[src/rtl/microsequencer_ctrl.sv]
// Control-store address sequencer: holds the current microinstruction address
// and picks the next one from the encoder, zero, pipeline field, incrementer
// or a small LIFO of return addresses. Misuse of the stack or the select is
// reported on sticky flags that only reset clears.
module microsequencer_ctrl #(
    parameter int AW    = 8,
    parameter int DEPTH = 4,
    localparam int SPW  = $clog2(DEPTH + 1)
) (
    input  logic           Clk,
    input  logic           Clr,
    input  logic [2:0]     M,
    input  logic [AW-1:0]  enc_addr,
    input  logic [AW-1:0]  pipe_addr,
    input  logic           push,
    input  logic           hold,
    output logic [AW-1:0]  state,
    output logic [SPW-1:0] sp,
    output logic           ovf,
    output logic           unf,
    output logic           bad_sel
);

    // Stack entry index width; sp itself needs one more code for "full".
    localparam int IW = $clog2(DEPTH);

    localparam logic [2:0] SEL_ENC  = 3'b000;
    localparam logic [2:0] SEL_ZERO = 3'b001;
    localparam logic [2:0] SEL_PIPE = 3'b010;
    localparam logic [2:0] SEL_INC  = 3'b011;
    localparam logic [2:0] SEL_POP  = 3'b100;

    localparam logic [AW-1:0]  ADDR_ZERO = {AW{1'b0}};
    localparam logic [AW-1:0]  ADDR_ONE  = {{(AW-1){1'b0}}, 1'b1};
    localparam logic [SPW-1:0] SP_ZERO   = {SPW{1'b0}};
    localparam logic [SPW-1:0] SP_ONE    = {{(SPW-1){1'b0}}, 1'b1};
    localparam logic [SPW-1:0] SP_FULL   = SPW'(DEPTH);
    localparam logic [IW-1:0]  IDX_ZERO  = {IW{1'b0}};

    logic [AW-1:0]  state_q, state_d;
    logic [SPW-1:0] sp_q, sp_d;
    logic           ovf_q, ovf_d;
    logic           unf_q, unf_d;
    logic           bad_sel_q, bad_sel_d;
    logic [AW-1:0]  stack_q [DEPTH];

    logic [AW-1:0]  inc_s;
    logic [IW-1:0]  top_idx_s;
    logic           empty_s;
    logic           full_s;
    logic           pop_s;
    logic           wr_en_s;
    logic [IW-1:0]  wr_idx_s;

    // Shared helpers: incremented address, stack top index and occupancy.
    always_comb begin
        inc_s     = state_q + ADDR_ONE;
        top_idx_s = IW'(sp_q - SP_ONE);
        empty_s   = (sp_q == SP_ZERO);
        full_s    = (sp_q == SP_FULL);
        pop_s     = (M == SEL_POP);
    end

    // Next-state selection, stack pointer bookkeeping and sticky flag updates.
    always_comb begin
        state_d   = state_q;
        sp_d      = sp_q;
        ovf_d     = ovf_q;
        unf_d     = unf_q;
        bad_sel_d = bad_sel_q;
        wr_en_s   = 1'b0;
        wr_idx_s  = top_idx_s;
        if (!hold) begin
            case (M)
                SEL_ENC:  state_d = enc_addr;
                SEL_ZERO: state_d = ADDR_ZERO;
                SEL_PIPE: state_d = pipe_addr;
                SEL_INC:  state_d = inc_s;
                SEL_POP: begin
                    if (!empty_s) begin
                        state_d = stack_q[top_idx_s];
                    end else begin
                        state_d = ADDR_ZERO;
                        unf_d   = 1'b1;
                    end
                end
                default: begin
                    state_d   = ADDR_ZERO;
                    bad_sel_d = 1'b1;
                end
            endcase

            if (pop_s) begin
                if (push) begin
                    // Pop and push together: the top slot is recycled in place.
                    wr_en_s = 1'b1;
                    if (empty_s) begin
                        wr_idx_s = IDX_ZERO;
                        sp_d     = SP_ONE;
                    end else begin
                        wr_idx_s = top_idx_s;
                        sp_d     = sp_q;
                    end
                end else if (!empty_s) begin
                    sp_d = sp_q - SP_ONE;
                end else begin
                    sp_d = sp_q;
                end
            end else if (push) begin
                if (!full_s) begin
                    wr_en_s  = 1'b1;
                    wr_idx_s = IW'(sp_q);
                    sp_d     = sp_q + SP_ONE;
                end else begin
                    ovf_d = 1'b1;
                end
            end else begin
                sp_d = sp_q;
            end
        end else begin
            state_d = state_q;
        end
    end

    // Sequencer state, stack pointer and sticky flags.
    always_ff @(posedge Clk or negedge Clr) begin
        if (!Clr) begin
            state_q   <= ADDR_ZERO;
            sp_q      <= SP_ZERO;
            ovf_q     <= 1'b0;
            unf_q     <= 1'b0;
            bad_sel_q <= 1'b0;
        end else begin
            state_q   <= state_d;
            sp_q      <= sp_d;
            ovf_q     <= ovf_d;
            unf_q     <= unf_d;
            bad_sel_q <= bad_sel_d;
        end
    end

    // Return-address storage; a push always saves the address after the current one.
    always_ff @(posedge Clk or negedge Clr) begin
        if (!Clr) begin
            for (int i = 0; i < DEPTH; i++) begin
                stack_q[i] <= ADDR_ZERO;
            end
        end else if (wr_en_s) begin
            stack_q[wr_idx_s] <= inc_s;
        end else begin
            stack_q[wr_idx_s] <= stack_q[wr_idx_s];
        end
    end

    assign state   = state_q;
    assign sp      = sp_q;
    assign ovf     = ovf_q;
    assign unf     = unf_q;
    assign bad_sel = bad_sel_q;

endmodule

[config.mk]
export PLATFORM = sky130hd
export DESIGN_NAME = microsequencer_ctrl
export DESIGN_NICKNAME = d
export VERILOG_FILES = /design/src/rtl/microsequencer_ctrl.sv
export SDC_FILE = /design/constraint.sdc
export NUM_CORES = 1
export LEC_CHECK = 0
export CORE_MARGIN = 2
export CORE_UTILIZATION = 50
export CTS_BUF_LIST = sky130_fd_sc_hd__clkbuf_16
export CTS_CLUSTER_DIAMETER = 50
export CTS_CLUSTER_SIZE = 30
export DETAILED_ROUTE_END_ITERATION = 10
export GPL_TIMING_DRIVEN = 0
export PLACE_DENSITY_LB_ADDON = 0.12
export SYNTH_ARGS = -nofsm -noshare
export SYNTH_HDL_FRONTEND = slang
export SYNTH_SLANG_ARGS = --single-unit
[constraint.sdc]
create_clock -name Clk -period 4.6 [get_ports Clk]
set_clock_uncertainty 0.05 [all_clocks]
set_input_delay 0.46 -clock Clk [delete_from_list [all_inputs] [get_ports Clk]]
set_output_delay 0.46 -clock Clk [all_outputs]
set_load 0.05 [all_outputs]
* Word level (Yosys, flattened, before mapping) *
Cells that the tools add are included.

word-level totals
  output and inout port bits = 14
  register bits after elaboration = 46
  input port bits = 23
  word-level logic and storage cells = 67

operators by class
  $add $sub $neg = 3
  order comparisons = 3
  bitwise operators = 5
  reduce and logical (&&, ||, !) cells = 9
  equal/unequal tests = 8
  multiplexer cells = 30

operators with widths
  kind                                                                   count
  32-bit bitwise mux                                                     2
  8-bit two-way mux                                                      6
  8-bit binary-select mux with 2-bit select                              2
  32-bit two-way mux                                                     1
  8-bit one-hot mux with 4 select lines                                  1
  3-bit two-way mux                                                      6
  8-bit demux with 2-bit select                                          1
  2-bit two-way mux                                                      6
  8-bit by 1-bit adder with 8-bit output (second input constant)         1
  3-bit by 2-bit == test with 1-bit output (second input constant)       2
  3-bit == test (second input constant)                                  2
  3-bit greater-or-equal comparator (second input constant)              2
  3-bit logical NOT                                                      2
  2-bit inverter with 3-bit output                                       2
  1-bit two-way mux                                                      5
  5-bit AND reduction                                                    1
  5-bit OR reduction                                                     1
  4-bit AND reduction                                                    1
  3-bit by 1-bit adder with 3-bit output (second input constant)         1
  3-bit by 1-bit == test with 1-bit output (second input constant)       1
  3-bit by 1-bit < comparator with 1-bit output (second input constant)  1
  3-bit inequality test (second input constant)                          1
  1-bit inverter                                                         3
  3-bit AND reduction                                                    1
  6 further kinds                                                        6

* Longest topological paths before layout *
Gate-level depths: netlist of the first run.

  depth in word-level cells = 12
  depth in mapped cells = 9
  gate-level depth less buffers = 7

* Worst setup path after synthesis of the first run *
OpenSTA, ideal clock, no wires.

  kind = flip-flop to flip-flop
  start = reg sp_q[0] (netlist: sp[0])
  end = reg stack_q[1] (netlist bit)
  clock period less this slack = 2.876 ns
  required time = 4.425 ns
  setup time = 0.125 ns
  data arrival time = 2.701 ns
  stages on the path, launching flop included = 10
  path slack = 1.724 ns
  path buffers = 2
  cells stage by stage = dfrtp_1 buf_2 inv_1 ha_1 nand2b_1 nand2_2 o31ai_4 and2_4 buf_6 mux2_4

between the ends
  longest elaborated chain between the ends = 12
  elaborated cells on any way between the ends = 25
  classes of those cells = add/sub (1); order compare (2); eq/ne (1); mux (18); bitwise (1); reduce/logical (2)

ends and longest elaborated chain
  what                                                                                                                             RTL line  RTL
  from (decl)                                                                                                                      41        logic [SPW-1:0] sp_q, sp_d;
  from (signal assigned)                                                                                                           135       sp_q <= sp_d;
  3-bit by 1-bit subtractor with 3-bit output, or another cell as far along                                                        --
  2-bit two-way mux (on tied branches)                                                                                             110, 97
  2-bit two-way mux (on tied branches)                                                                                             109, 94
  2-bit two-way mux                                                                                                                93        if (pop_s) begin
  2-bit two-way mux                                                                                                                73        if (!hold) begin
  2-bit inverter with 3-bit output (implied by the code)                                                                           149, 151
  3-bit greater-or-equal comparator (implied by the code) / 3-bit by 1-bit < comparator with 1-bit output (equally long branches)  149, 151
  1-bit logical AND (implied by the code)                                                                                          149, 151
  8-bit two-way mux (implied by the code)                                                                                          149, 151
  8-bit demux with 2-bit select                                                                                                    149, 151
  32-bit bitwise mux (on tied branches)                                                                                            151, 149
  32-bit two-way mux *                                                                                                             148       end else if (wr_en_s) begin
  to (signal, indexed assignment)                                                                                                  149       stack_q[wr_idx_s] <= inc_s;
  to (signal, indexed assignment)                                                                                                  151       stack_q[wr_idx_s] <= stack_q[wr_idx_s];
  to (decl)                                                                                                                        45        logic [AW-1:0] stack_q [DEPTH];

Mark *: on every way between the ends. The rest lies on a longest branch, timed or not. The select of a mux whose other input is x is not followed.
A chain may end at the register's enable or synchronous reset.

* Final worst setup path of the first run *
  start = reg sp_q[0] (netlist: sp[0])
  end = reg state_q[6] (netlist: state[6])

between the ends
  longest elaborated chain between the ends = 7
  elaborated cells on any way between the ends = 8
  classes of those cells = add/sub (1); mux (5); bitwise (1); reduce/logical (1)

ends and longest elaborated chain
  what                                                    RTL line  RTL
  3-bit by 1-bit subtractor with 3-bit output             --
  2-bit inverter with 3-bit output (implied by the code)  81        state_d = stack_q[top_idx_s];
  8-bit binary-select mux with 2-bit select               81
  8-bit two-way mux (implied by the code) (2 in series)   81
  8-bit two-way mux *                                     80        if (!empty_s) begin
  8-bit one-hot mux with 4 select lines *                 74        case (M)
  to (signal assigned)                                    134       state_q <= state_d;
  to (decl)                                               40        logic [AW-1:0] state_q, state_d;

Marks and branches as above.

==> results_dict.tcl, run 1 <==
set metrics [dict create \
    critical_path_class "reg2reg" \
    cts_buffers 5 \
    r2r_slack_ns 1.54 \
    synth_edf_count 0 \
    synthFlopType "dfrtp_1" \
    synth_top_area_cell "dfrtp_1" \
    dr_total_vias 1915 \
    design.die.area_sq_mm 0.005878 \
    rows 26 \
    antenna_found_initial 0 \
    fin_ws_ns 1.540 \
    synth.distinct_cells 49 \
    hold_buffers 0 \
    antenna_cells 0 \
    yosys.cell_count.top_type "dfrtp_1" \
    fin_setup_tns_ns 0 \
    fin_crit_sh_pct 66.51 \
    hold_viol 0 \
    slowest_stage "dfrtp_1" \
    clkTransAtPathRegs_ns 0.07 \
    wl_met3_microns 329 \
    dp_hpwl_mm 4.278 \
    grt_pass1_wl_mm 10.39 \
    required_ns 4.72 \
    final_cell_area_sq_mm 0.003224 \
    clockBufferDepth 2 \
    remaining_drc_errors 0 \
    synth_top_cells_by_area "dfrtp_1 44%, mux2_4 8.0%, mux2_2 6.8%" \
    fin_crit_ns 3.060 \
    clkSinkCount 46 \
    grt_usage_pct 22.50 \
    die_h_microns 76.67 \
    clockRootBuffer "clkbuf_16" \
    cap_violations 0 \
    die_width_microns 76.67 \
    cts_tree "done" \
    setup_viol 0 \
    status "finished, final reports clean" \
    ys_ff_latch 46 \
    arrival_ns 3.18 \
    crit_fanout 10 \
    drive_gt1_share_pct 24.81 \
    finalMaxSlewViolations 0 \
    initial_core_util_pct 51.69 \
    fin_nets 284 \
    clock_latency_ns 0.28 \
    hp-class "in2async" \
    critical_path.cell_chain "buf_2, inv_1, ha_1, buf_1, mux4_2, nand3_1, o31ai_1, a222oi_1, inv_1" \
    start_kind "flop" \
    netlist.area_leader.share_pct 43.60 \
    endpoint_kind "flop" \
    grt_pass1_vias 1943 \
    synth_area_sq_mm 0.002640 \
    ant_nets 0 \
    syn_nets 242 \
    crit_family "buffers and inverters" \
    io_buffers 34 \
    wl_per_cell_microns 18.66 \
    top_layer "met4" \
    synth_common_cells "46 x dfrtp_1, 16 x mux2_2, 14 x mux2_4" \
    maxSlewHeadroom_pct 55.69 \
    synthArstFlopShare_pct 100.0 \
    critPathMostFrequentCell "inv_1" \
    grt_max_degree 34 \
    dp_slack_ns 1.488 \
    worstPathBufferInverterCount 4 \
    cts.htree.levels 2 \
    drt-initial-drc-count 122 \
    post_cts_buffers 0 \
    place_area_sq_mm 0.003083 \
    rsz0062_at_grt "no" \
    met1_length_mm 2.926 \
    powerDensity_mw_per_mm2 554.3 \
    syn_area_per_cell_sq_um 12.28 \
    avgViaCountPerCell 5.838 \
    slowest_delay_ns 0.57 \
    pin_count 37 \
    syn-instance-count 215 \
    fmax_ghz 0.3268 \
    yosysWarnings 0 \
    area_growth_pct 22.13 \
    route.met2.wl_mm 2.814 \
    first_pass_iters 4 \
    coreArea_sq_mm 0.005107 \
    seq_area_frac_synth_pct 43.60 \
    p_leak_nw 1.419 \
    timing.hold.ws_ns 0.01494 \
    wl_mm 6.119 \
    gp_congestion 0.8090 \
    tightest_slew_ns 0.6646 \
    post_cts_resize_count 0 \
    timing.rr.start "sp[0]$_DFFE_PN0P_" \
    grt-ovfl-total 0 \
    vdd_ir_drop_max_uv 257.5 \
    cp-startpoint "sp[0]$_DFFE_PN0P_" \
]
-- flip-flops by register name (all words and copies together) (netlist names) --
| register | cells |
|---|---|
| bad_sel | 1 |
| state | 8 |
| ovf | 1 |
| sp | 3 |
| stack_q | 32 |
| unf | 1 |
-- area by class of cell --
type	instances	area [sq um]
Buffer	13	75.07
Clock buffer	5	125.1
Clock inverter	3	16.27
Fill cell	416	1883
Inverter	10	37.54
Multi-Input combinational cell	146	1376
Sequential cell	46	1151
Tap cell	70	87.58
Timing Repair Buffer	35	355.3
-- worst register-to-register path: stages (launching register included) --
cell,delay (ns)
dfrtp_1,0.57
buf_2,0.40
inv_1,0.14
ha_1,0.37
buf_1,0.54
mux4_2,0.41
nand3_1,0.10
o31ai_1,0.08
a222oi_1,0.23
inv_1,0.07
-- logic make-up (layout without fill, tap and decap cells) --
logic type	Yosys count	after routing	synth area share (%)
compound gates	48	48	13.98
simple gates	44	44	10.38
fa+ha+maj	4	4	1.896
xor+xnor	6	6	1.991
mux	44	44	23.89
buf+inv	23	66	4.265
flops	46	46	43.60
-- layout by cell type, fill, tap and decap left out, drive strengths merged, types with 8 or more instances in the layout --
cell type and instances:
nand2 9, mux2 30, dfrtp 46, o21ai 12
inv 10, nand3 8, buf 10, clkbuf 10
mux4 8, clkdlybuf4s50 33
-- final timing paths --
check                                         endpoint  depth (start not counted)
worst max-delay path              state[6]$_DFFE_PN0N_                          9
worst min-delay path            stack_q[4]$_DFFE_PN0P_                          1
worst max register to register    state[6]$_DFFE_PN0N_                          9
worst min register to register         unf$_DFFE_PN0P_                          2
max in group asynchronous              ovf$_DFFE_PN0P_                          2
min in group Clk                       unf$_DFFE_PN0P_                          2
-- per-stage QoR --
stage	total power, mW	cells	utilization [%]
5_1_grt	1.893	328	63.13
6_report	1.787	328	63.13
3_5_place_dp	1.443	320	60.36
4_1_cts	1.801	328	63.13
3_3_place_gp	1.430	319	60.07
2_1_floorplan	1.230	215	-
-- metal layers --
layer	GRT usage (%)	vias to the layer above
met5	0	-
li1	-	895
met3	3.529	5
met4	4.909	0
met2	35.44	67
met1	33.05	948
-- report_power, final --
part	internal, mW	switching, mW	total [mW]
clock network	0.199	0.157	0.356
logic	0.387	0.407	0.794
registers	0.545	0.0932	0.638
Note: power is estimated with default switching activity, not from simulation.
==> inputs of run 2 (changes only) <==
- clock period: 4.6 -> 3.1 ns (I/O delays scaled with it)
==> run 2 against run 1 <==
  * Clock power increased by 48%
  * Register-to-register slack worse by 1.2 ns
  * Flip-flop and latch count unchanged
  * Wire length is 0.49% higher
  * Sequential share of layout area decreased by 0.13 points
  * Global-route usage is essentially flat
  * Critical path depth is the same
  * Die area unchanged
  * Via count shrank 0.37%
  * Core utilization rose by 0.29 points
  * Maximum frequency increased by 11%
==> results_dict.tcl, run 2 (same netlist as run 1, synthesis figures left out) <==
set metrics [dict create \
    cts.htree.levels 2 \
    critical_path_class "reg2reg" \
    clockRootBuffer "clkbuf_16" \
    drt-initial-drc-count 141 \
    final_cell_area_sq_mm 0.003239 \
    rsz0062_at_grt "no" \
    powerDensity_mw_per_mm2 820.8 \
    area_growth_pct 22.70 \
    layout_commonest_cell "dfrtp_1" \
    slowest_delay_ns 0.48 \
    io_buffers 34 \
    pin_count 37 \
    fmax_ghz 0.3614 \
    grt_max_degree 34 \
    slowest_stage "dfrtp_2" \
    start_kind "flop" \
    fin_nets 285 \
    power.share.sequential_pct 35.6 \
    clkTransAtPathRegs_ns 0.06 \
    post_cts_buffers 0 \
    status "finished, final reports clean" \
    nFillCells 414 \
    grt_usage_pct 22.53 \
    finalMaxSlewViolations 0 \
    fin_crit_sh_pct 89.25 \
    grt-ovfl-total 0 \
    final_cell_mix "45 x dfrtp_1, 33 x clkdlybuf4s50_1, 16 x mux2_2" \
    clkSinkCount 46 \
    first_pass_iters 4 \
    maxSlewHeadroom_pct 62.39 \
    die_width_microns 76.67 \
    critical_path.cell_chain "clkbuf_4, inv_1, ha_1, nand2b_1, nand2_2, o31ai_4, and2_4, buf_6, mux2_4" \
    cap_violations 0 \
    place_area_sq_mm 0.003083 \
    cts_buffers 5 \
    tightest_slew_ns 0.5641 \
    fin_crit_ns 2.767 \
    fin_util_pct 63.42 \
    combPwrFrac_pct 44.5 \
    drive_gt1_share_pct 25.48 \
    intPower_mw 1.685 \
    seq_area_sq_mm 0.001152 \
    largest_reg_flops 32 \
    total_power_mw 2.659 \
    antenna_cells 0 \
    hp-class "in2async" \
    hold_viol 0 \
    switching_share_pct 36.62 \
    clockBufferDepth 2 \
    avgViaCountPerCell 5.799 \
    endpoint_kind "flop" \
    setup_viol 0 \
    cts_tree "done" \
    dp_hpwl_mm 4.278 \
    die_h_microns 76.67 \
    arrival_ns 2.89 \
    dr_total_vias 1908 \
    wl_mm 6.149 \
    wl_per_cell_microns 18.69 \
    antenna_found_initial 0 \
    top_register "stack_q" \
    vdd_ir_drop_max_uv 373.0 \
    required_ns 3.22 \
    clkPwrFrac_pct 19.8 \
    crit_fanout 10 \
    power_switching_uw 973.7 \
    clock_latency_ns 0.29 \
    grt_pass1_wl_mm 10.41 \
    coreArea_sq_mm 0.005107 \
    ant_nets 0 \
    gp_congestion 0.8090 \
    initial_core_util_pct 51.69 \
    rows 26 \
    multi_input_area_sq_mm 0.001376 \
    design.die.area_sq_mm 0.005878 \
    p_leak_nw 1.426 \
    grt_pass1_vias 1947 \
    remaining_drc_errors 0 \
]
## run 2: power groups by stage
| stage | logic, mW | registers [mW] | clock network [mW] |
|---|---|---|---|
| final | 1.18 | 0.948 | 0.527 |
| after global routing | 1.28 | 0.980 | 0.558 |
| after CTS | 1.19 | 0.948 | 0.534 |
| after detailed placement | 1.19 | 0.955 | 0 |
| after global placement | 1.17 | 0.949 | 0 |
| after floorplan | 0.781 | 1.04 | 0 |
## run 2: final cells by class
type	instances	share of cell area, %
timing repair buffer	36	11.28
tap	70	2.704
inverter	10	1.159
buffer	13	2.433
sequential	46	35.57
multi-input combinational	146	42.49
clock buffer	5	3.862
clock inverter	3	0.5021
## run 2: critical path, delay by kind of cell (launching register included)
family	cells	cell delay (ns)
AOI/OAI and AO/OA	1	0.31
adders and majority gates	1	0.30
buffers and inverters	3	0.59
DFF	1	0.48
muxes	1	0.31
and+or+nand+nor	3	0.59
## run 2: final timing paths
check	from	endpoint	slack [ns]	cells past startpoint
max	sp[0]$_DFFE_PN0P_	stack_q[6]$_DFFE_PN0P_	0.33	9
min	Clr	stack_q[4]$_DFFE_PN0P_	0.40	2
max reg2reg	sp[0]$_DFFE_PN0P_	stack_q[6]$_DFFE_PN0P_	0.33	9
min reg2reg	unf$_DFFE_PN0P_	unf$_DFFE_PN0P_	0.42	2
max in group asynchronous	Clr	sp[0]$_DFFE_PN0P_	2.10	3
min in group Clk	M[1]	bad_sel$_DFFE_PN0P_	0.40	3
## run 2: repair_timing
action                     CTS  global route
resized for setup            1             2
hold endpoints to repair    13             0
hold buffers                 1             0
setup endpoints to repair    1            14
## run 2: layer usage
metal	up-vias	GRT usage, %	share of wire (%)
met4	0	4.909	0.78
met3	5	3.529	5.7
met2	69	35.53	46
met1	940	33.05	47
met5	-	0	0
li1	894	-	-
## run 2: through the flow
step,instances,hold WS (ns),setup WS [ns],TNS [ns]
after floorplan,215,-0.03559,0.2243,0
after global placement,319,0.4037,-0.02641,-0.02641
after detailed placement,320,0.1826,-0.01236,-0.01236
after CTS,329,0.3897,0.05471,0
after global routing,329,0.4206,0.1239,0
final,329,0.3983,0.3333,0
==> inputs of run 3 (changes only) <==
- CORE_UTILIZATION: 50 -> 40
==> run 3 against run 2 <==
  * Register-to-register slack got worse by 0.05 ns
  * First-iteration DRC count decreased by 5.7%
  * Sequential share of layout area decreased by 0.29 points
  * Critical path type unchanged
  * Largest power group unchanged
  * Highest routed layer unchanged
==> results_dict.tcl, run 3 (same netlist as run 1, synthesis figures left out) <==
set metrics [dict create \
    clock_latency_ns 0.29 \
    clkTransAtPathRegs_ns 0.06 \
    wl_mm 6.545 \
    total_power_mw 2.735 \
    powerDensity_mw_per_mm2 837.4 \
    setup_viol 0 \
    final_cell_mix "45 x dfrtp_1, 33 x clkdlybuf4s50_1, 16 x mux2_2" \
    dr_total_vias 1923 \
    coreArea_sq_mm 0.006350 \
    fin_crit_sh_pct 91.01 \
    initial_core_util_pct 41.58 \
    reg2reg_to "stack_q[4]$_DFFE_PN0P_" \
    clockBufferDepth 2 \
    maxSlewHeadroom_pct 55.53 \
    area_growth_pct 23.70 \
    largest_reg_flops 32 \
    ant_nets 0 \
    timing.hold.ws_ns 0.3823 \
    dp_hpwl_mm 4.538 \
    die_width_microns 85.24 \
    reg2regPathDepth 9 \
    endpoint_kind "flop" \
    remaining_drc_errors 0 \
    fin_nets 285 \
    antenna_cells 0 \
    timing.rr.start "sp[0]$_DFFE_PN0P_" \
    nFillCells 560 \
    vdd_ir_drop_max_uv 535.7 \
    grt_usage_pct 19.20 \
    hp-class "in2async" \
    tightest_slew_ns 0.6671 \
    crit_fanout 10 \
    clkSinkCount 46 \
    grt-ovfl-total 0 \
    avgViaCountPerCell 5.740 \
    critical_path_class "reg2reg" \
    layout_commonest_cell "dfrtp_1" \
    hold_viol 0 \
    rows 29 \
    rsz0062_at_grt "no" \
    cts_buffers 5 \
    required_ns 3.22 \
    top_register "stack_q" \
    die_h_microns 85.24 \
    grt_max_degree 38 \
    cts.htree.levels 2 \
    start_kind "flop" \
    io_buffers 34 \
    gp_congestion 0.7851 \
    fin_crit_ns 2.821 \
    design.die.area_sq_mm 0.007266 \
    cts_tree "done" \
    r2r_slack_ns 0.28 \
    drt-initial-drc-count 133 \
    antenna_found_initial 0 \
    drive_gt1_share_pct 25.58 \
    pin_count 37 \
    arrival_ns 2.94 \
    fmax_ghz 0.3544 \
    status "finished, final reports clean" \
    finalMaxSlewViolations 0 \
    cap_violations 0 \
    p_leak_nw 1.435 \
    first_pass_iters 4 \
    grt_pass1_vias 1943 \
    grt_pass1_wl_mm 10.66 \
    wl_per_cell_microns 19.54 \
    cp-startpoint "sp[0]$_DFFE_PN0P_" \
    clockRootBuffer "clkbuf_16" \
]
==> run 3: cell count changes in the layout (fill, tap and decap cells not counted) <==
cell,before,now
bufinv_16,0,1
clkinv_4,1,0
clkinv_1,2,1
==> run 3: how the worst max path moves through the flow <==
stage / to / slack [ns] / cells past startpoint
after floorplan: stack_q[1]$_DFFE_PN0P_ / 0.22 / 9
after global placement: state[6]$_DFFE_PN0N_ / -0.06 / 9
after detailed placement: state[6]$_DFFE_PN0N_ / -0.05 / 9
after CTS: stack_q[3]$_DFFE_PN0P_ / 0.04 / 9
after global routing: stack_q[5]$_DFFE_PN0P_ / 0.14 / 9
final: stack_q[4]$_DFFE_PN0P_ / 0.28 / 9
==> run 3: layer usage <==
layer,track usage [%],part of all wire (%),vias to the layer above
met2,29.33,46,54
li1,-,-,894
met1,27.72,48,969
met4,6.061,1.1,0
met3,3.502,4.6,6
met5,0,0,-
==> run 3: cell type report <==
class | instances | area [sq um] | share of cell area [%]
multi-input combinational | 146 | 1376 | 42.15
sequential | 46 | 1152 | 35.29
timing repair buffer | 36 | 365.4 | 11.19
clock buffer | 5 | 125.1 | 3.831
tap | 77 | 96.34 | 2.950
buffer | 13 | 78.83 | 2.414
inverter | 10 | 37.54 | 1.149
clock inverter | 2 | 33.78 | 1.034
==> run 3: per-stage QoR <==
| step | cells | util [%] | worst slack [ns] | cell area [sq um] | setup TNS, ns |
|---|---|---|---|---|---|
| finish | 335 | 51.43 | 0.2787 | 3266 | 0 |
| global route | 335 | 51.43 | 0.1375 | 3266 | 0 |
| CTS | 335 | 51.37 | 0.03958 | 3262 | 0 |
| detailed placement | 327 | 48.69 | -0.04600 | 3092 | -0.04600 |
| global placement | 326 | 48.45 | -0.06189 | 3077 | -0.06189 |
| floorplan | 215 | - | 0.2243 | 2640 | 0 |
==> run 3: timing repair <==
item / CTS / global route
hold buffers: 1 / 0
resized for setup: 1 / 2
buffers inserted: 0 / 0
hold endpoints to repair: 9 / 0
endpoints found under the setup margin: 1 / 14
==> run 3: power breakdown <==
part / internal (mW) / leakage (nW) / switching (mW)
registers: 0.810 / 0.589 / 0.140
clock network: 0.373 / 0.0773 / 0.220
logic: 0.581 / 0.768 / 0.611
==> run 3: critical path: stages (launching register included) <==
cell	delay (ns)
dfrtp_2	0.49
clkbuf_4	0.33
inv_1	0.12
ha_1	0.31
nand2b_1	0.28
nand2_2	0.13
o31ai_4	0.31
and2_4	0.19
buf_6	0.17
mux2_4	0.31
